`config.mk`:
```
export PLATFORM = sky130hd
export DESIGN_NAME = stage_wb_flat
export DESIGN_NICKNAME = d
export VERILOG_FILES = /design/src/rtl/stage_wb_if.sv /design/src/rtl/stage_wb.sv /design/src/flat_wrapper.sv
export SDC_FILE = /design/constraint.sdc
export NUM_CORES = 1
export LEC_CHECK = 0
export CAP_MARGIN = 15
export CORE_MARGIN = 1.5
export CORE_UTILIZATION = 45
export CTS_CLUSTER_DIAMETER = 40
export DETAILED_ROUTE_END_ITERATION = 16
export PLACE_DENSITY = 0.76
export SYNTH_ARGS = -nofsm -noshare
export SYNTH_HDL_FRONTEND = slang
export SYNTH_SLANG_ARGS = --single-unit
```
`constraint.sdc`:
```
create_clock -name clk -period 3.2 [get_ports clk]
set_clock_uncertainty 0.15 [all_clocks]
set_input_delay 0.64 -clock clk [delete_from_list [all_inputs] [get_ports clk]]
set_output_delay 0.64 -clock clk [all_outputs]
set_load 0.1 [all_outputs]
```
`src/rtl/stage_wb_if.sv`:
```
// Writeback stage bus: MEM-stage payload, pipeline controls, decode read ports
// and the writeback results exported to hazard/forwarding logic.
interface stage_wb_if #(
  parameter int unsigned DATA_W = 8,
  parameter int unsigned ADDR_W = 3
);
  logic              stall_WB;
  logic              flush_WB;
  logic [DATA_W-1:0] mem_data_in;
  logic [DATA_W-1:0] alu_result_in;
  logic              ResultSrc_in;
  logic              RegWrite_in;
  logic [ADDR_W-1:0] rd_in;
  logic [ADDR_W-1:0] rs1_addr;
  logic [ADDR_W-1:0] rs2_addr;
  logic [DATA_W-1:0] rs1_data;
  logic [DATA_W-1:0] rs2_data;
  logic [DATA_W-1:0] wb_result;
  logic [ADDR_W-1:0] wb_rd;
  logic              wb_regwrite;

  // Upstream pipeline / decode side
  modport master (
    output stall_WB, flush_WB, mem_data_in, alu_result_in, ResultSrc_in,
           RegWrite_in, rd_in, rs1_addr, rs2_addr,
    input  rs1_data, rs2_data, wb_result, wb_rd, wb_regwrite
  );

  // Writeback stage side
  modport slave (
    input  stall_WB, flush_WB, mem_data_in, alu_result_in, ResultSrc_in,
           RegWrite_in, rd_in, rs1_addr, rs2_addr,
    output rs1_data, rs2_data, wb_result, wb_rd, wb_regwrite
  );
endinterface

```
`src/rtl/stage_wb.sv`:
```
// Writeback stage: MEM/WB pipeline register, result select and the
// architectural register file with two write-through read ports.
// Optional macro WB_RETIRE_CNT_EN adds a saturating 16-bit retire counter.
module stage_wb #(
  parameter int unsigned DATA_W  = 8,
  parameter int unsigned ADDR_W  = 3,
  parameter bit          R0_ZERO = 1'b1
) (
  input  logic        clk,
  input  logic        reset,
  stage_wb_if.slave   bus
`ifdef WB_RETIRE_CNT_EN
  ,
  output logic [15:0] retire_cnt
`endif
);

  localparam int unsigned NREG = 2 ** ADDR_W;

  typedef struct packed {
    logic [DATA_W-1:0] mem;
    logic [DATA_W-1:0] alu;
    logic              result_src;
    logic              reg_write;
    logic [ADDR_W-1:0] rd;
  } memwb_t;

  memwb_t            q;
  logic [DATA_W-1:0] regs [NREG];
  logic [DATA_W-1:0] result_c;
  logic              regwrite_c;

  // MEM/WB register: flush inserts a bubble and wins over stall
  always_ff @(posedge clk or negedge reset) begin
    if (!reset) begin
      q <= '0;
    end else if (bus.flush_WB || !bus.stall_WB) begin
      q.mem        <= bus.mem_data_in;
      q.alu        <= bus.alu_result_in;
      q.result_src <= bus.ResultSrc_in;
      q.reg_write  <= bus.RegWrite_in && !bus.flush_WB;
      q.rd         <= bus.rd_in;
    end
  end

  // Result select and effective write enable (r0 writes suppressed)
  always_comb begin
    result_c   = q.result_src ? q.mem : q.alu;
    regwrite_c = q.reg_write && !(R0_ZERO && (q.rd == '0));
  end

  assign bus.wb_result   = result_c;
  assign bus.wb_rd       = q.rd;
  assign bus.wb_regwrite = regwrite_c;

  // Register file commit; a stalled entry rewrites the same value
  always_ff @(posedge clk or negedge reset) begin
    if (!reset) begin
      for (int unsigned i = 0; i < NREG; i++) begin
        regs[ADDR_W'(i)] <= '0;
      end
    end else if (regwrite_c) begin
      regs[q.rd] <= result_c;
    end
  end

  // Read port 1: r0 forced to zero, then bypass, then array
  always_comb begin
    bus.rs1_data = regs[bus.rs1_addr];
    if (regwrite_c && (q.rd == bus.rs1_addr)) begin
      bus.rs1_data = result_c;
    end
    if (R0_ZERO && (bus.rs1_addr == '0)) begin
      bus.rs1_data = '0;
    end
  end

  // Read port 2: same priority as port 1, evaluated independently
  always_comb begin
    bus.rs2_data = regs[bus.rs2_addr];
    if (regwrite_c && (q.rd == bus.rs2_addr)) begin
      bus.rs2_data = result_c;
    end
    if (R0_ZERO && (bus.rs2_addr == '0)) begin
      bus.rs2_data = '0;
    end
  end

`ifdef WB_RETIRE_CNT_EN
  // Count unstalled retiring writes, saturating at all-ones
  always_ff @(posedge clk or negedge reset) begin
    if (!reset) begin
      retire_cnt <= '0;
    end else if (regwrite_c && !bus.stall_WB && (retire_cnt != 16'hFFFF)) begin
      retire_cnt <= retire_cnt + 16'd1;
    end
  end
`endif

endmodule
```
`src/flat_wrapper.sv`:
```
// flat-port wrapper written by rule: the top's interface ports become plain ports
module stage_wb_flat 
#(
  parameter int unsigned DATA_W  = 8,
  parameter int unsigned ADDR_W  = 3,
  parameter bit          R0_ZERO = 1'b1
)
  (clk, reset, bus_stall_WB, bus_flush_WB, bus_mem_data_in, bus_alu_result_in, bus_ResultSrc_in, bus_RegWrite_in, bus_rd_in, bus_rs1_addr, bus_rs2_addr, bus_rs1_data, bus_rs2_data, bus_wb_result, bus_wb_rd, bus_wb_regwrite);
  stage_wb_if #(.DATA_W(DATA_W), .ADDR_W(ADDR_W)) bus_i ();
  input  logic clk;
  input  logic reset;
  input wire logic [$bits(bus_i.stall_WB)-1:0] bus_stall_WB;
  input wire logic [$bits(bus_i.flush_WB)-1:0] bus_flush_WB;
  input wire logic [$bits(bus_i.mem_data_in)-1:0] bus_mem_data_in;
  input wire logic [$bits(bus_i.alu_result_in)-1:0] bus_alu_result_in;
  input wire logic [$bits(bus_i.ResultSrc_in)-1:0] bus_ResultSrc_in;
  input wire logic [$bits(bus_i.RegWrite_in)-1:0] bus_RegWrite_in;
  input wire logic [$bits(bus_i.rd_in)-1:0] bus_rd_in;
  input wire logic [$bits(bus_i.rs1_addr)-1:0] bus_rs1_addr;
  input wire logic [$bits(bus_i.rs2_addr)-1:0] bus_rs2_addr;
  output wire logic [$bits(bus_i.rs1_data)-1:0] bus_rs1_data;
  output wire logic [$bits(bus_i.rs2_data)-1:0] bus_rs2_data;
  output wire logic [$bits(bus_i.wb_result)-1:0] bus_wb_result;
  output wire logic [$bits(bus_i.wb_rd)-1:0] bus_wb_rd;
  output wire logic [$bits(bus_i.wb_regwrite)-1:0] bus_wb_regwrite;
  assign bus_i.stall_WB = bus_stall_WB;
  assign bus_i.flush_WB = bus_flush_WB;
  assign bus_i.mem_data_in = bus_mem_data_in;
  assign bus_i.alu_result_in = bus_alu_result_in;
  assign bus_i.ResultSrc_in = bus_ResultSrc_in;
  assign bus_i.RegWrite_in = bus_RegWrite_in;
  assign bus_i.rd_in = bus_rd_in;
  assign bus_i.rs1_addr = bus_rs1_addr;
  assign bus_i.rs2_addr = bus_rs2_addr;
  assign bus_rs1_data = bus_i.rs1_data;
  assign bus_rs2_data = bus_i.rs2_data;
  assign bus_wb_result = bus_i.wb_result;
  assign bus_wb_rd = bus_i.wb_rd;
  assign bus_wb_regwrite = bus_i.wb_regwrite;
  stage_wb #(.DATA_W(DATA_W), .ADDR_W(ADDR_W), .R0_ZERO(R0_ZERO)) u_core (.clk(clk), .reset(reset), .bus(bus_i));
endmodule
```
# After elaboration in Yosys (flattened, before gate mapping)
# Cells that the tools add are included.
# totals
regBits	85
inputBits	31
output_inout_bits	28
# classes
n_reduce_logical	12
bitwise_logic	3
order_cmp	4
eq_ne	2
mux	14
# op_table
op	n
$mux 8	10
$bwmux 64	1
$bmux 8 s3	2
$demux 8 s3	1
$ge 4x4->1 const B	3
$not 3->4	3
$logic_not 3->1	3
$eq 3x3->1	2
$logic_and 1x1->1	5
$lt 4x1->1 const B	1
$logic_not 1->1	3
$logic_or 1x1->1	1

# Depth between registers and ports, before layout
# logic_depth
depth_word	6
ltp_mapped	6
ltp_nobuf	4

# Least setup slack after synthesis
# No wires, ideal clock.
# synth_timing
path_type	input to output
startpoint	in bus_rs1_addr[1]
endpoint	out bus_rs1_data[1]
t_required_ns	2.410
arrival_ns	3.819
path_slack_ns	-1.409
cell_stages	6
n_path_buf	2
cell_sequence	buf_4 xor2_2 nor4_4 buf_6 a211oi_2 a211oi_1
# synth_via
elab_chain_cells	6
elab_cells_between_ends	9
cone_classes	1 x eq/ne; 5 x mux; 1 x bitwise; 2 x reduce/logical
# synth_lines
element	line_no	source
from (decl)	flat_wrapper.sv:19	input wire logic [$bits(bus_i.rs1_addr)-1:0] bus_rs1_addr;
$not 3->4 (implied by the code)	stage_wb.sv:69	bus.rs1_data = regs[bus.rs1_addr];
$bmux 8 s3	stage_wb.sv:69	
$mux 8 (implied by the code) (2 in series)	stage_wb.sv:69	
$mux 8	stage_wb.sv:70	if (regwrite_c && (q.rd == bus.rs1_addr)) begin
$mux 8 (*)	stage_wb.sv:73	if (R0_ZERO && (bus.rs1_addr == '0)) begin
to (decl)	flat_wrapper.sv:21	output wire logic [$bits(bus_i.rs1_data)-1:0] bus_rs1_data;
# Mark *: on every way between the ends. The rest lies on a longest branch, timed or not. The select of a mux whose other input is x is not followed.

# Worst setup path after layout
# layout_timing
startpoint	in bus_rs1_addr[0]
endpoint	out bus_rs1_data[5]
# The elaborated chain is that of the path after synthesis.

==> results.tsv <==
metric	value	unit
Die Width	103	um
# hold bufs at CTS	0	
number of inserted diodes	0	
# Max-Cap Violations	0	
register area share after synthesis	47.3	%
H-tree Lvls	3	
critical setup path kind	in -> out	
worst vdd ir	0.000344	V
highest clock rate	319	MHz
syn_nets	408	
antenna viol nets, final	0	
Area Overhead vs Synth	38.1	%
Initial DRT Pass Iterations	5	
most used cell, CP	a211oi_4	
drc violations	0	
first-pass GRT wire length	18700	um
GR Overflow Total	0	
final worst path period need	3.13	ns
total power	4.22	mW
core area	9730	um^2
RSZ-0062 raised after global routing	true	
initial antenna violation count	0	
Routed WL	11700	um
IO buf count	58	
leading cell types in the layout, fill and taps excluded	dfrtp_1 (81), buf_4 (47), nand2_1 (33), mux4_2 (32), o21ai_0 (32)	
Worst Setup End Kind	primary output	
clock slew at reported path FFs	0.09	ns
critical path's slowest cell	mux4_2	
DR iter-0 viols	172	
wire length per cell	19.6	um
Area after DPL	5780	um^2
Critical path origin	bus_rs1_addr[0]	
R2R depth	3	
clock sink count	85	
Max transition margin	47.7	%
number of global-route vias before repair	3554	
cell row count	36	
largest net degree at the start of global routing	86	
Die Area	10600	um^2
TritonCTS clock tree	done	
Final Hold Fails	0	
startpoint types	input port	
Mapped Cells	377	
outcome	complete, no violations	
Reg2Reg Setup Slack	1.10	ns
Detailed Place HPWL	8020	um
synthesized area	4500	um^2
routability cong.	0.802	
CP Data Arrival Time	2.34	ns
CTS max path bufs	2	
class of the worst hold path	in -> async	
CTS Buf Count	9	
leakage power	2.60	nW
Avg Inst Size Synth	11.9	um^2
Power Density	679	nW/um^2
fin. max-slew vios	0	
register area	2130	um^2
period utilization	98.0	%
worst r2r src	u_core.bus.wb_rd[1]	
crit path cell chain	clkdlybuf4s15_2 > bufbuf_16 > buf_4 > mux4_2 > a211oi_4 > a211oi_4 > buf_12	
Setup crit end	bus_rs1_data[5]	
Synth cell types	27	
Clk Latency, worst-skew pair	0.37	ns
# fillers	755	
root buf cell	clkbuf_8	
Die Ht	103	um
required time of the worst setup path	2.41	ns
Initial Util	46.2	%
FF+latch count, synth	85	
I/O Pins	59	
gr usage total	24.2	%
multi-input logic area	2360	um^2
R2R Path End	u_core.regs[16]	
Yosys Warn Count	0	
commonest non-fill, non-tap cell in the layout	dfrtp_1	
Final nets	490	
layout cells sized above 1	42.2	%
Finished Cell Area	6210	um^2
Largest stage delay, worst path	0.52	ns
Via density	5.77	
final setup fails	0	
Vias	3443	
worst slew pin tran	0.780	ns
critical path peak fanout	9	
-- per-layer routing --
metal  global-route usage (%)  up-vias  part of all wire [%]  wire length, um
met3                     7.32       28                   8.2              958
met2                     39.2      175                    51             5930
met1                     30.5     1715                    38             4460
li1                         -     1525                     -                -
met4                     10.2        0                   3.2              370
met5                        0        -                     0                0
-- worst max-delay path: cells and delay by family --
kind	cells	cell delay, ns
AO/OA/AOI/OAI	2	0.35
buffers and inverters	4	0.83
multiplexers	1	0.52
-- state kept, by name, summed over array words and instances (netlist names) --
| name | cells |
|---|---|
| u_core.regs | 64 |
| u_core.bus.wb_rd | 3 |
| u_core.q | 18 |
-- kinds of logic after synthesis --
kind of cell              synth area share [%]
xor gates and xnor gates                  1.34
muxes                                     23.0
DFF                                       47.3
and+or+nand+nor                           9.71
buffers and inverters                     6.37
AOI/OAI and AO/OA                         12.3
-- worst min path at each step --
stage                         start                  end  slack [ns]  cells after the start
global placement    u_core.regs[59]      u_core.regs[59]        0.23                      0
global route                  reset      u_core.regs[48]        0.15                      1
CTS                 u_core.regs[59]      u_core.regs[59]        0.25                      0
floorplan                     reset  u_core.bus.wb_rd[0]        0.19                      0
finish                        reset      u_core.regs[40]        0.10                      1
detailed placement  u_core.regs[59]      u_core.regs[59]        0.23                      0
-- timing repair --
action,in CTS,in global routing
gates cloned,2,0
gates resized for setup,24,9
buffers inserted,3,7
setup endpoints to repair,16,12
pin swaps,4,3
-- synth_stat cells (all sizes together) --
cell | n | area (um^2)
nor4 | 2 | 42.5
xor2 | 6 | 60.1
nor2b | 16 | 100
a21oi | 24 | 120
buf | 22 | 171
mux4 | 32 | 721
and4bb | 1 | 12.5
nand2 | 33 | 124
nand2b | 1 | 6.26
o21ai | 32 | 160
dfrtp | 85 | 2130
nor3 | 3 | 15.0
nor4bb | 1 | 10.0
a211oi | 32 | 250
clkbuf | 19 | 81.3
o31ai | 1 | 21.3
inv | 9 | 33.8
nand4b | 3 | 26.3
nor2 | 25 | 93.8
mux2 | 20 | 225
nand4 | 1 | 6.26
mux2i | 9 | 90.1
-- per-stage QoR --
| stage | TNS (ns) | hold slack [ns] | setup slack [ns] | instances | utilization (%) |
|---|---|---|---|---|---|
| 3_3_place_gp | -3.04 | 0.230 | -0.250 | 568 | 59.4 |
| 2_1_floorplan | -1.68 | 0.194 | -0.270 | 377 | - |
| 5_1_grt | -0.00165 | 0.146 | -0.00165 | 597 | 63.8 |
| 3_5_place_dp | -3.42 | 0.235 | -0.264 | 568 | 59.4 |
| 4_1_cts | 0 | 0.254 | 0.00317 | 589 | 62.8 |
| 6_report | 0 | 0.104 | 0.0651 | 597 | 63.8 |
-- where the power goes --
part	internal, mW	total, mW	switching [mW]
clock network	0.294	0.716	0.422
logic	0.863	1.93	1.07
registers	1.34	1.57	0.231
total	2.50	4.22	1.72
-- cell type report --
type | instances | share of cell area [%]
inverters | 9 | 0.544
repair buffers | 112 | 21.5
clock buffers | 9 | 1.99
multi-input cells | 242 | 38.0
well taps | 133 | 2.68
flip-flops and latches | 85 | 34.3
clock inverters | 7 | 0.947
Power figures use the tool's default switching activity.
